File: src/rtl/uart_protocol_rx.sv
// Frame parser: HEAD, PAYLOAD_LEN payload bytes, CRC-8/0x07, TAIL -> rev_data1..10 with a recv_done pulse.
// Optional macro UART_PROTOCOL_RX_CRC_CHECK_EN enables the CRC comparison and the crc_err pulse.
module uart_protocol_rx #(
  parameter logic [7:0] HEAD_BYTE   = 8'h80,
  parameter logic [7:0] TAIL_BYTE   = 8'h55,
  parameter int         PAYLOAD_LEN = 3,
  parameter int         TIMEOUT_CYC = 50000
) (
  input  logic       clk_50M,
  input  logic       rst_n,
  input  logic       uart_rx_done,
  input  logic [7:0] uart_rx_data,
  output logic       recv_done,
  output logic [7:0] rev_data1,
  output logic [7:0] rev_data2,
  output logic [7:0] rev_data3,
  output logic [7:0] rev_data4,
  output logic [7:0] rev_data5,
  output logic [7:0] rev_data6,
  output logic [7:0] rev_data7,
  output logic [7:0] rev_data8,
  output logic [7:0] rev_data9,
  output logic [7:0] rev_data10,
  output logic       frame_err,
  output logic       crc_err,
  output logic       busy,
  output logic [1:0] o_dbg_state
);

  // uart_rx_done is a valid-only strobe with no ready: every strobed byte is consumed
  // in the cycle it is presented, so a strobe held high delivers one byte per cycle.
  typedef enum logic [1:0] {S_IDLE = 2'd0, S_PAYLOAD = 2'd1, S_CRC = 2'd2, S_TAIL = 2'd3} state_t;

  localparam int         TW       = $clog2(TIMEOUT_CYC + 1);
  localparam logic [3:0] LAST_IDX = 4'(PAYLOAD_LEN - 1);

  state_t          r_state;
  state_t          w_state_nxt;
  logic [TW-1:0]   r_timer;
  logic [3:0]      r_idx;
  logic [7:0]      r_shadow [PAYLOAD_LEN];
  logic [7:0]      r_rev    [10];
  logic            r_recv_done;
  logic            r_frame_err;
  logic            w_timeout;
  logic            w_tail_seen;
  logic            w_accept_nxt;
  logic            w_ferr_nxt;
  logic            w_crc_ok;
  logic            w_head_seen;
  logic            w_payload_byte;

  assign w_head_seen    = (r_state == S_IDLE) && uart_rx_done && (uart_rx_data == HEAD_BYTE);
  assign w_payload_byte = (r_state == S_PAYLOAD) && uart_rx_done;
  // A strobe in the timeout cycle wins: the byte is processed instead.
  assign w_timeout = (r_state != S_IDLE) && !uart_rx_done && (r_timer == TW'(TIMEOUT_CYC - 1));

  always_ff @(posedge clk_50M) begin
    if (!rst_n) r_state <= S_IDLE;
    else        r_state <= w_state_nxt;
  end

  always_comb begin
    w_state_nxt = r_state;
    if (w_timeout) begin
      w_state_nxt = S_IDLE;
    end else if (uart_rx_done) begin
      case (r_state)
        S_IDLE:    if (uart_rx_data == HEAD_BYTE) w_state_nxt = S_PAYLOAD;
        S_PAYLOAD: if (r_idx == LAST_IDX) w_state_nxt = S_CRC;
        S_CRC:     w_state_nxt = S_TAIL;
        S_TAIL:    w_state_nxt = S_IDLE;
        default:   w_state_nxt = S_IDLE;
      endcase
    end
  end

  always_comb begin
    w_tail_seen  = (r_state == S_TAIL) && uart_rx_done;
    w_accept_nxt = w_tail_seen && (uart_rx_data == TAIL_BYTE) && w_crc_ok;
    w_ferr_nxt   = (w_tail_seen && (uart_rx_data != TAIL_BYTE)) || w_timeout;
  end

  always_ff @(posedge clk_50M) begin
    if (!rst_n || uart_rx_done || (r_state == S_IDLE) || w_timeout) r_timer <= '0;
    else                                                             r_timer <= r_timer + 1'b1;
  end

  always_ff @(posedge clk_50M) begin
    if (!rst_n) begin
      r_idx       <= '0;
      r_recv_done <= 1'b0;
      r_frame_err <= 1'b0;
      for (int k = 0; k < PAYLOAD_LEN; k++) r_shadow[k] <= '0;
      for (int k = 0; k < 10; k++) r_rev[k] <= '0;
    end else begin
      r_recv_done <= w_accept_nxt;
      r_frame_err <= w_ferr_nxt;
      if (w_head_seen)         r_idx <= '0;
      else if (w_payload_byte) r_idx <= r_idx + 1'b1;
      for (int k = 0; k < PAYLOAD_LEN; k++)
        if (w_payload_byte && (r_idx == 4'(k))) r_shadow[k] <= uart_rx_data;
      // Entries at or above PAYLOAD_LEN are never written and stay at their reset value 0.
      if (w_accept_nxt)
        for (int k = 0; k < PAYLOAD_LEN; k++) r_rev[k] <= r_shadow[k];
    end
  end

`ifdef UART_PROTOCOL_RX_CRC_CHECK_EN
  logic [7:0] r_crc;
  logic [7:0] r_rx_crc;
  logic       r_crc_err;

  function automatic logic [7:0] crc8_byte(input logic [7:0] crc, input logic [7:0] data);
    logic [7:0] c;
    c = crc ^ data;
    for (int b = 0; b < 8; b++) c = c[7] ? ((c << 1) ^ 8'h07) : (c << 1);
    return c;
  endfunction

  assign w_crc_ok = (r_crc == r_rx_crc);

  always_ff @(posedge clk_50M) begin
    if (!rst_n) begin
      r_crc     <= '0;
      r_rx_crc  <= '0;
      r_crc_err <= 1'b0;
    end else begin
      r_crc_err <= w_tail_seen && (uart_rx_data == TAIL_BYTE) && !w_crc_ok;
      if (w_head_seen)         r_crc <= '0;
      else if (w_payload_byte) r_crc <= crc8_byte(r_crc, uart_rx_data);
      if ((r_state == S_CRC) && uart_rx_done) r_rx_crc <= uart_rx_data;
    end
  end

  assign crc_err = r_crc_err;
`else
  assign w_crc_ok = 1'b1;
  assign crc_err  = 1'b0;
`endif

  assign recv_done   = r_recv_done;
  assign frame_err   = r_frame_err;
  assign busy        = (r_state != S_IDLE);
  assign o_dbg_state = r_state;
  assign rev_data1   = r_rev[0];
  assign rev_data2   = r_rev[1];
  assign rev_data3   = r_rev[2];
  assign rev_data4   = r_rev[3];
  assign rev_data5   = r_rev[4];
  assign rev_data6   = r_rev[5];
  assign rev_data7   = r_rev[6];
  assign rev_data8   = r_rev[7];
  assign rev_data9   = r_rev[8];
  assign rev_data10  = r_rev[9];

endmodule

File: config.mk
export PLATFORM = sky130hd
export DESIGN_NAME = uart_protocol_rx
export DESIGN_NICKNAME = d
export VERILOG_FILES = /design/src/rtl/uart_protocol_rx.sv
export SDC_FILE = /design/constraint.sdc
export NUM_CORES = 1
export LEC_CHECK = 0
export BUFFER_PORTS_ARGS = -buffer_cell sky130_fd_sc_hd__buf_2
export CORE_MARGIN = 3
export CORE_UTILIZATION = 40
export DETAILED_ROUTE_END_ITERATION = 12
export PLACE_DENSITY = 0.7
export SLEW_MARGIN = 15
export SYNTH_ARGS = -nofsm -noshare
export SYNTH_HDL_FRONTEND = slang
export SYNTH_SLANG_ARGS = --single-unit
File: constraint.sdc
create_clock -name clk_50M -period 2.1 [get_ports clk_50M]
set_clock_uncertainty 0.2 [all_clocks]
set_input_delay 0 -clock clk_50M [delete_from_list [all_inputs] [get_ports clk_50M]]
set_output_delay 0 -clock clk_50M [all_outputs]
set_load 0.02 [all_outputs]
# [After elaboration in Yosys (flattened, before gate mapping)]
# Memories as Yosys holds them, arrays and structs flattened.
# Cells that the tools add are included.
[op_classes] add_sub_neg=2 eq_ne=11 n_mux=22 bitwise=7 reduce_logical=23
[ops] operator="8-bit two-way mux" n=6
[ops] operator="16-bit by 1-bit adder with 16-bit output, second input constant" n=1
[ops] operator="16-bit == test, second input constant" n=1
[ops] operator="1-bit two-way mux" n=13
[ops] operator="1-bit logical AND" n=11
[ops] operator="8-bit by 7-bit == test with 1-bit output, second input constant" n=1
[ops] operator="8-bit == test, second input constant" n=1
[ops] operator="8-bit by 7-bit inequality test with 1-bit output, second input constant" n=1
[ops] operator="2-bit one-hot mux with 4 select lines" n=1
[ops] operator="1-bit bitwise OR" n=6
[ops] operator="4-bit by 1-bit adder with 4-bit output, second input constant" n=1
[ops] operator="2-bit == test, second input constant" n=2
[ops] operator="4-bit by 1-bit == test with 1-bit output, second input constant" n=1
[ops] operator="4-bit by 2-bit == test with 1-bit output, second input constant" n=1
[ops] operator="4-bit logical NOT" n=1
[ops] operator="1-bit logical OR" n=4
[ops] operator="2-bit two-way mux" n=2
[ops] operator="2-bit by 1-bit inequality test with 1-bit output, second input constant" n=2
[ops] operator="2-bit OR reduction" n=2
[ops] operator="3-bit AND reduction" n=1
[ops] operator="2-bit by 1-bit == test with 1-bit output, second input constant" n=1
[ops] operator="1-bit logical NOT" n=2
[ops] operator="2-bit logical NOT" n=1
[ops] operator="2-bit nonzero test" n=1
[ops] operator="1-bit NOT" n=1
[totals] reg_bits=24 mem_bits_rw=104 inputBits=11 out_inout_bits=86 elab_cells=72 memories=2
[mem_list] name="r_rev" depth=10 word_bits=8 read_ports=10 rd_clocked_by_memory_dff=0 wr=10 line_no="42" text="logic [7:0] r_rev [10];"
[mem_list] name="r_shadow" depth=3 word_bits=8 read_ports=3 rd_clocked_by_memory_dff=0 wr=3 line_no="41" text="logic [7:0] r_shadow [PAYLOAD_LEN];"

# [Depth between registers and ports, before layout]
# Gate-level depths: netlist (run 1).
[logic_depth] ltp_word=7 depth_mapped=6 depth_no_buf=6

# [Worst setup path before layout (run 1)]
# Ideal clock, no wire load.
[synth_path] kind="register -> register" startpoint="register r_state[0] (netlist: o_dbg_state[0])" endpoint="register r_timer[10]" setup_time_ns=0.115 t_arrival_ns=1.802 required_ns=1.785 setup_slack_ns=-0.016 path_stages_with_launch=7 path_buffers=1 period_less_slack_ns=2.116 cell_sequence="dfxtp_1 -> inv_1 -> ha_1 -> or4_4 -> o2111ai_4 -> buf_6 -> nor2_1"
[synth_via] elab_chain_cells=4 elab_cells_between_ends=6
[synth_lines] item="start: declaration" line_no="37" text="state_t r_state;"
[synth_lines] item="start signal: assignment" line_no="60" text="else r_state <= w_state_nxt;"
[synth_lines] item="2-bit nonzero test" line_no="56" text="assign w_timeout = (r_state != S_IDLE) && !uart_rx_done && (r_timer == TW'(TIMEOUT_CYC - 1));"
[synth_lines] item="1-bit logical AND (2 in series)" line_no="56"
[synth_lines] item="1-bit logical OR *" line_no="85" text="if (!rst_n || uart_rx_done || (r_state == S_IDLE) || w_timeout) r_timer <= '0;"
[synth_lines] item="end signal: assignment" line_no="86" text="else r_timer <= r_timer + 1'b1;"
[synth_lines] item="end: declaration" line_no="39" text="logic [TW-1:0] r_timer;"
# Every way passes the cells marked *; elsewhere a longest branch is shown, timed or not.
# A chain may end at the register's enable or synchronous reset.

# [Worst setup path after layout (run 1)]
[layout_path] startpoint="input port uart_rx_data[4]" endpoint="register r_idx[1]"
[layout_via] elab_chain_cells=3
[layout_lines] item="start: declaration" line_no="12" text="input logic [7:0] uart_rx_data,"
[layout_lines] item="8-bit == test" line_no="53" text="assign w_head_seen = (r_state == S_IDLE) && uart_rx_done && (uart_rx_data == HEAD_BYTE);"
[layout_lines] item="1-bit logical AND" line_no="53"
[layout_lines] item="2-bit OR reduction (no line)"
[layout_lines] item="end signal: assignment" line_no="100" text="else if (w_payload_byte) r_idx <= r_idx + 1'b1;"
[layout_lines] item="end: declaration" line_no="40" text="logic [3:0] r_idx;"
# Every way passes these cells.

==> impl_metrics.toml, run 1 <==
[clocking]
tritoncts = "done"
clk_pin_slew_worst_paths_ns = 0.08
root_buffer = "clkbuf_8"
cts_buffers = 9
clockBufferDepth = 2
clkLatencyLatePin_ns = 0.36
cts_max_level = 3
cts_sinks = 72

[logic_synthesis]
yosys-top-cells-area = "edfxtp_1, dfxtp_1, buf_4, and2_1, xnor2_1"
synth_edf_count = 48
ys_types = 34
ys_ff_latch = 72
ys.flop_type = "edfxtp_1"
syn-cell-area_sq_um = 3390
syn_area_per_cell_sq_um = 11.77
synth_top_cell_area_share = 0.4252
yosysSeqAreaShare = 0.5670
yosysWarnings = 0
yosys.area.top_type = "edfxtp_1"
synthCells = 288
synthArstFlopShare = 0

[grt]
grt_util_met2 = 0.1738
grt_pass1_vias = 1750
grtUsageTotal = 0.1116
antenna_found_initial = 0
grt_overflow = 0
busiest_layer = "met2"
met1_usage = 0.1358
met3_usage = 0.04929
grt_max_degree = 26
grt_first_pass_wirelength_um = 8300

[finish]
mostFrequentLayoutCells = "conb_1, edfxtp_1, buf_2"
seqCellArea_sq_um = 1923
multi_input_area_sq_um = 1180
drive_above_1_share = 0.2062
n_antenna_cell = 0
nets = 369
area.growth.synth_to_final_pct = 13.55
num-fill-cells = 715
final_common_cell = "conb_1"

[timing]
fin_worst_hold_slack_ns = 0.2706
rsz0062_at_grt = "no"
finalCriticalPeriod_ns = 1.970
worstMarginPinSlew_ns = 0.5125
fmax_ghz = 0.5075
final_max_slew_viol_count = 0
hold_violations = 0
finalCritPeriodShare = 0.9383
finalSetupTns_ns = 0
maxSlewHeadroom = 0.6573
final-setup-viol-count = 0

[setup_path]
critPathKind = "in2reg"
end_kind = "flop"
cp.required_ns = 2.14
start_kind = "input pin"
reg2reg_from = "o_dbg_state[0]"
worstPathArrival_ns = 2.01
critPathMaxFanout = 4
startpoint = "uart_rx_data[4]"

[route]
final_antenna_net_count = 0
routed_wirelength_um = 5297
via_per_inst = 4.333
drc = 0
vias = 1976
wire_per_inst_um = 11.62
drtPass1Iterations = 4
drt_iter0_markers = 71

[placement]
io_buffers = 39
gp_congestion = 0.7410
dpl.hpwl_um = 3853

[power]
vdd_drop_max_mv = 0.2972
power.density_nw_per_um2 = 716.9
p_leak_nw = 1.551

[floorplan]
row_count = 32
ioPinCount = 97
die_w_um = 98.05
dieArea_sq_um = 9614
initial_utilization = 0.4254
die_height_um = 98.05
core_sq_um = 7968

[job]
cap_viol_max_count = 0

[worst_hold_path]
hold_class = "reg2reg"
hp-start = "r_timer[0]"

[outcome]
outcome = "finished, final reports clean"
[path summary, 6_finish.rpt]
check	cells after the start	to	slack, ns
min reg2reg	1	r_timer[0]	0.27
max	7	r_idx[1]	0.13
max reg2reg	6	r_timer[3]	0.18
min	1	r_timer[0]	0.27
[state kept, by name (all words and copies together) (netlist names)]
signal and count:
frame_err 1, recv_done 1, r_idx 4, r_shadow 24, r_timer 16, o_dbg_state 2
r_rev 24
[where the power goes]
group          switching (mW)  internal [mW]
registers             0.00643           1.54
logic                   0.161         0.0461
clock network           0.562          0.448
total                   0.729           2.03
[worst max-delay path: stages]
cell and delay (ns):
dlygate4sd3_1 0.53, buf_2 0.14, nor4b_1 0.41, nand4_1 0.15
nand2_1 0.17, a21oi_1 0.05, dlygate4sd3_1 0.55
[metal layers]
| layer | part of all wire | routed length (um) |
|---|---|---|
| met4 | 0.016 | 87 |
| met5 | 0 | 0 |
| met1 | 0.43 | 2283 |
| met2 | 0.48 | 2553 |
| met3 | 0.070 | 372 |
[area by class of cell]
cell class | instances | share of cell area
timing repair buffer | 56 | 0.1040
clock buffer | 9 | 0.03218
tap | 102 | 0.03316
inverter | 9 | 0.008778
clock inverter | 7 | 0.01560
sequential | 72 | 0.4997
multi-input combinational | 201 | 0.3066
[synth_stat cells, types with 2 or more instances]
library cell / number
xor2_1: 4
and2_1: 33
ha_1: 9
xnor2_1: 13
a21oi_1: 3
edfxtp_1: 48
nand4_1: 6
a21o_1: 2
buf_4: 57
nor3_1: 4
nand2_1: 16
nor2_1: 24
inv_1: 9
nor4_1: 5
nand3_1: 9
dfxtp_1: 24
buf_6: 5
[logic make-up (layout without fill, tap and decap cells)]
logic type / count (synthesis) / count (layout) / synth area share
XOR/XNOR: 17 / 17 / 0.04393
flip-flops: 72 / 72 / 0.5670
AO/OA/AOI/OAI: 11 / 11 / 0.02769
other: 1 / 57 / 0.001106
AND/OR/NAND/NOR: 107 / 107 / 0.1742
adder cells (fa/ha/maj): 9 / 9 / 0.03322
buffers and inverters: 71 / 81 / 0.1528
[stage by stage]
stage / instance area, sq um / instances / power [mW] / setup slack [ns] / util
global placement: 3515 / 428 / 1.763 / 0.09385 / 0.4411
global route: 3849 / 456 / 2.875 / 0.01075 / 0.4830
CTS: 3809 / 455 / 2.785 / 0.03413 / 0.4780
floorplan: 3601 / 344 / 1.798 / 0.006282 / -
finish: 3849 / 456 / 2.759 / 0.1295 / 0.4830
detailed placement: 3515 / 428 / 1.765 / 0.03800 / 0.4411
[timing repair]
item | CTS | global route
endpoints found under the hold margin | 64 | 0
buffers inserted | 0 | 1
resized for setup | 0 | 3
endpoints found under the setup margin | 0 | 44
hold buffers | 11 | 0
(Power assumes the default switching activity.)
==> inputs of run 2 (changes only) <==
Settings changed: SETUP_SLACK_MARGIN set to 0.3.
==> impl_metrics.toml, run 2 (same netlist as run 1, synthesis figures left out) <==
[outcome]
outcome = "finished with violations"
violations = "negative hold slack"

[setup_path]
worstRegToRegCells = 6
reg2reg_from = "o_dbg_state[1]"
slowest_delay_ns = 0.37
critPathMaxFanout = 8
start_kind = "flop"
cp.required_ns = 2.10
critPathKind = "reg2reg"
cpMaxStageDelayCell = "dfxtp_4"
end_kind = "flop"
ff2ff_setup_slack_ns = 0.27
crit_chain = "inv_4 -> ha_2 -> nand2_2 -> nor3_4 -> o311a_4 -> and2_4"
timing.rr.end = "r_shadow[0][18]"
worstPathArrival_ns = 1.83
critPathTopFamily = "simple AND/OR/NAND/NOR gates"
crit_buf_inv = 1

[power]
pwr-share-seq = 0.526
p_switching_mw = 0.6782
vdd_drop_max_mv = 0.3562
power.density_nw_per_um2 = 749.5
fin_total_pwr_mw = 2.926
p_int_mw = 2.248
p_leak_nw = 1.554
pwr-share-comb = 0.068
power_frac_clock = 0.406
switching_share = 0.2318

[grt]
grtUsageTotal = 0.1104
grt_first_pass_wirelength_um = 8307
grt_overflow = 0
grt_pass1_vias = 1735
antenna_found_initial = 0
grt_max_degree = 26

[route]
vias = 1903
final_antenna_net_count = 0
drtPass1Iterations = 4
drc = 0
wire_per_inst_um = 11.58
routed_wirelength_um = 5232
drt_iter0_markers = 74
via_per_inst = 4.210

[worst_hold_path]
hold_end = "frame_err"
worstHoldPathCells = 2
hold_class = "in2reg"
hp-start = "rst_n"

[floorplan]
row_count = 32
die_w_um = 98.05
core_sq_um = 7968
initial_utilization = 0.4254
ioPinCount = 97
dieArea_sq_um = 9614
die_height_um = 98.05

[clocking]
cts_sinks = 72
clk_pin_slew_worst_paths_ns = 0.08
holdBufCountCts = 9
cts_buffers = 9
root_buffer = "clkbuf_8"
clockBufferDepth = 2
clkLatencyLatePin_ns = 0.34
cts_max_level = 3
tritoncts = "done"

[placement]
dpl.hpwl_um = 3867
gp_congestion = 0.7699
io_buffers = 39

[job]
cap_viol_max_count = 0

[timing]
final-setup-viol-count = 0
fmax_ghz = 0.5476
finalCritPeriodShare = 0.8695
finalSetupTns_ns = 0
hold_violations = 24
rsz0062_at_grt = "yes"
final_max_slew_viol_count = 0
fin_worst_hold_slack_ns = -0.1222
finalCriticalPeriod_ns = 1.826

[finish]
mostFrequentLayoutCells = "conb_1, edfxtp_1, buf_2"
num-fill-cells = 741
final_common_cell = "conb_1"
multi_input_area_sq_um = 1247
seqCellArea_sq_um = 1932
drive_above_1_share = 0.2571
area.growth.synth_to_final_pct = 15.17
reg_top3 = "r_rev (24), r_shadow (24), r_timer (16)"
n_antenna_cell = 0
nets = 365
[run 2: changes by cell type in the layout (fill, tap and decap cells not counted), moves of 3 or more]
| cell | delta |
|---|---|
| ha_1 | -3 |
| and2_4 | +8 |
| dfxtp_1 | -3 |
| nand2_1 | -3 |
| and2_1 | -8 |
[run 2: metal layers]
| layer | vias up | GRT usage | wire length [um] |
|---|---|---|---|
| met1 | 858 | 0.1301 | 2109 |
| met2 | 58 | 0.1770 | 2644 |
| met3 | 5 | 0.05857 | 439 |
| met5 | - | 0 | 0 |
| li1 | 982 | - | - |
| met4 | 0 | 0.02982 | 38 |
[run 2: power groups by stage]
stage               Sequential (mW)  Clock [mW]  Combinational, mW
floorplan                      1.60           0              0.200
global placement               1.57           0              0.178
detailed placement             1.57           0              0.179
CTS                            1.54        1.22              0.195
global route                   1.54        1.30              0.212
finish                         1.54        1.19              0.198
[run 2: cell type report]
cell class	count	area share
sequential	72	0.4949
multi-input combinational	201	0.3196
timing repair buffer	52	0.08718
clock buffer	10	0.03269
tap	102	0.03269
clock inverter	6	0.02372
inverter	9	0.009295
[run 2: worst max path at each step]
stage / startpoint / end / slack (ns) / cells past startpoint
2_1_floorplan: o_dbg_state[0] / r_timer[10] / 0.29 / 6
3_3_place_gp: o_dbg_state[1] / r_shadow[0][3] / 0.19 / 6
3_5_place_dp: o_dbg_state[1] / r_shadow[0][3] / 0.15 / 6
4_1_cts: r_idx[0] / o_dbg_state[0] / 0.24 / 6
5_1_grt: o_dbg_state[1] / r_shadow[0][18] / 0.22 / 6
6_report: o_dbg_state[1] / r_shadow[0][18] / 0.27 / 6
[run 2: worst reg2reg max path, cell delays in order, from the launching register on]
cell,delay [ns]
dfxtp_4,0.37
inv_4,0.07
ha_2,0.21
nand2_2,0.11
nor3_4,0.27
o311a_4,0.29
and2_4,0.17
[run 2: per-stage QoR]
stage                     instance area, sq um  utilization  setup slack (ns)  std cells  hold WS (ns)
after CTS                                 3857       0.4841            0.2384        451       -0.1565
after detailed placement                  3493       0.4384            0.1494        425        0.1821
after global routing                      3904       0.4900            0.2167        452       -0.1348
after global placement                    3493       0.4384            0.1925        425        0.1693
after floorplan                           3627            -            0.2894        344       0.03523
final                                     3904       0.4900            0.2740        452       -0.1222
[run 2: repair_timing]
item	CTS	global route
endpoints found under the hold margin	64	26
resized for setup	8	13
endpoints found under the setup margin	65	113
buffers inserted	1	1
pin swaps	2	3
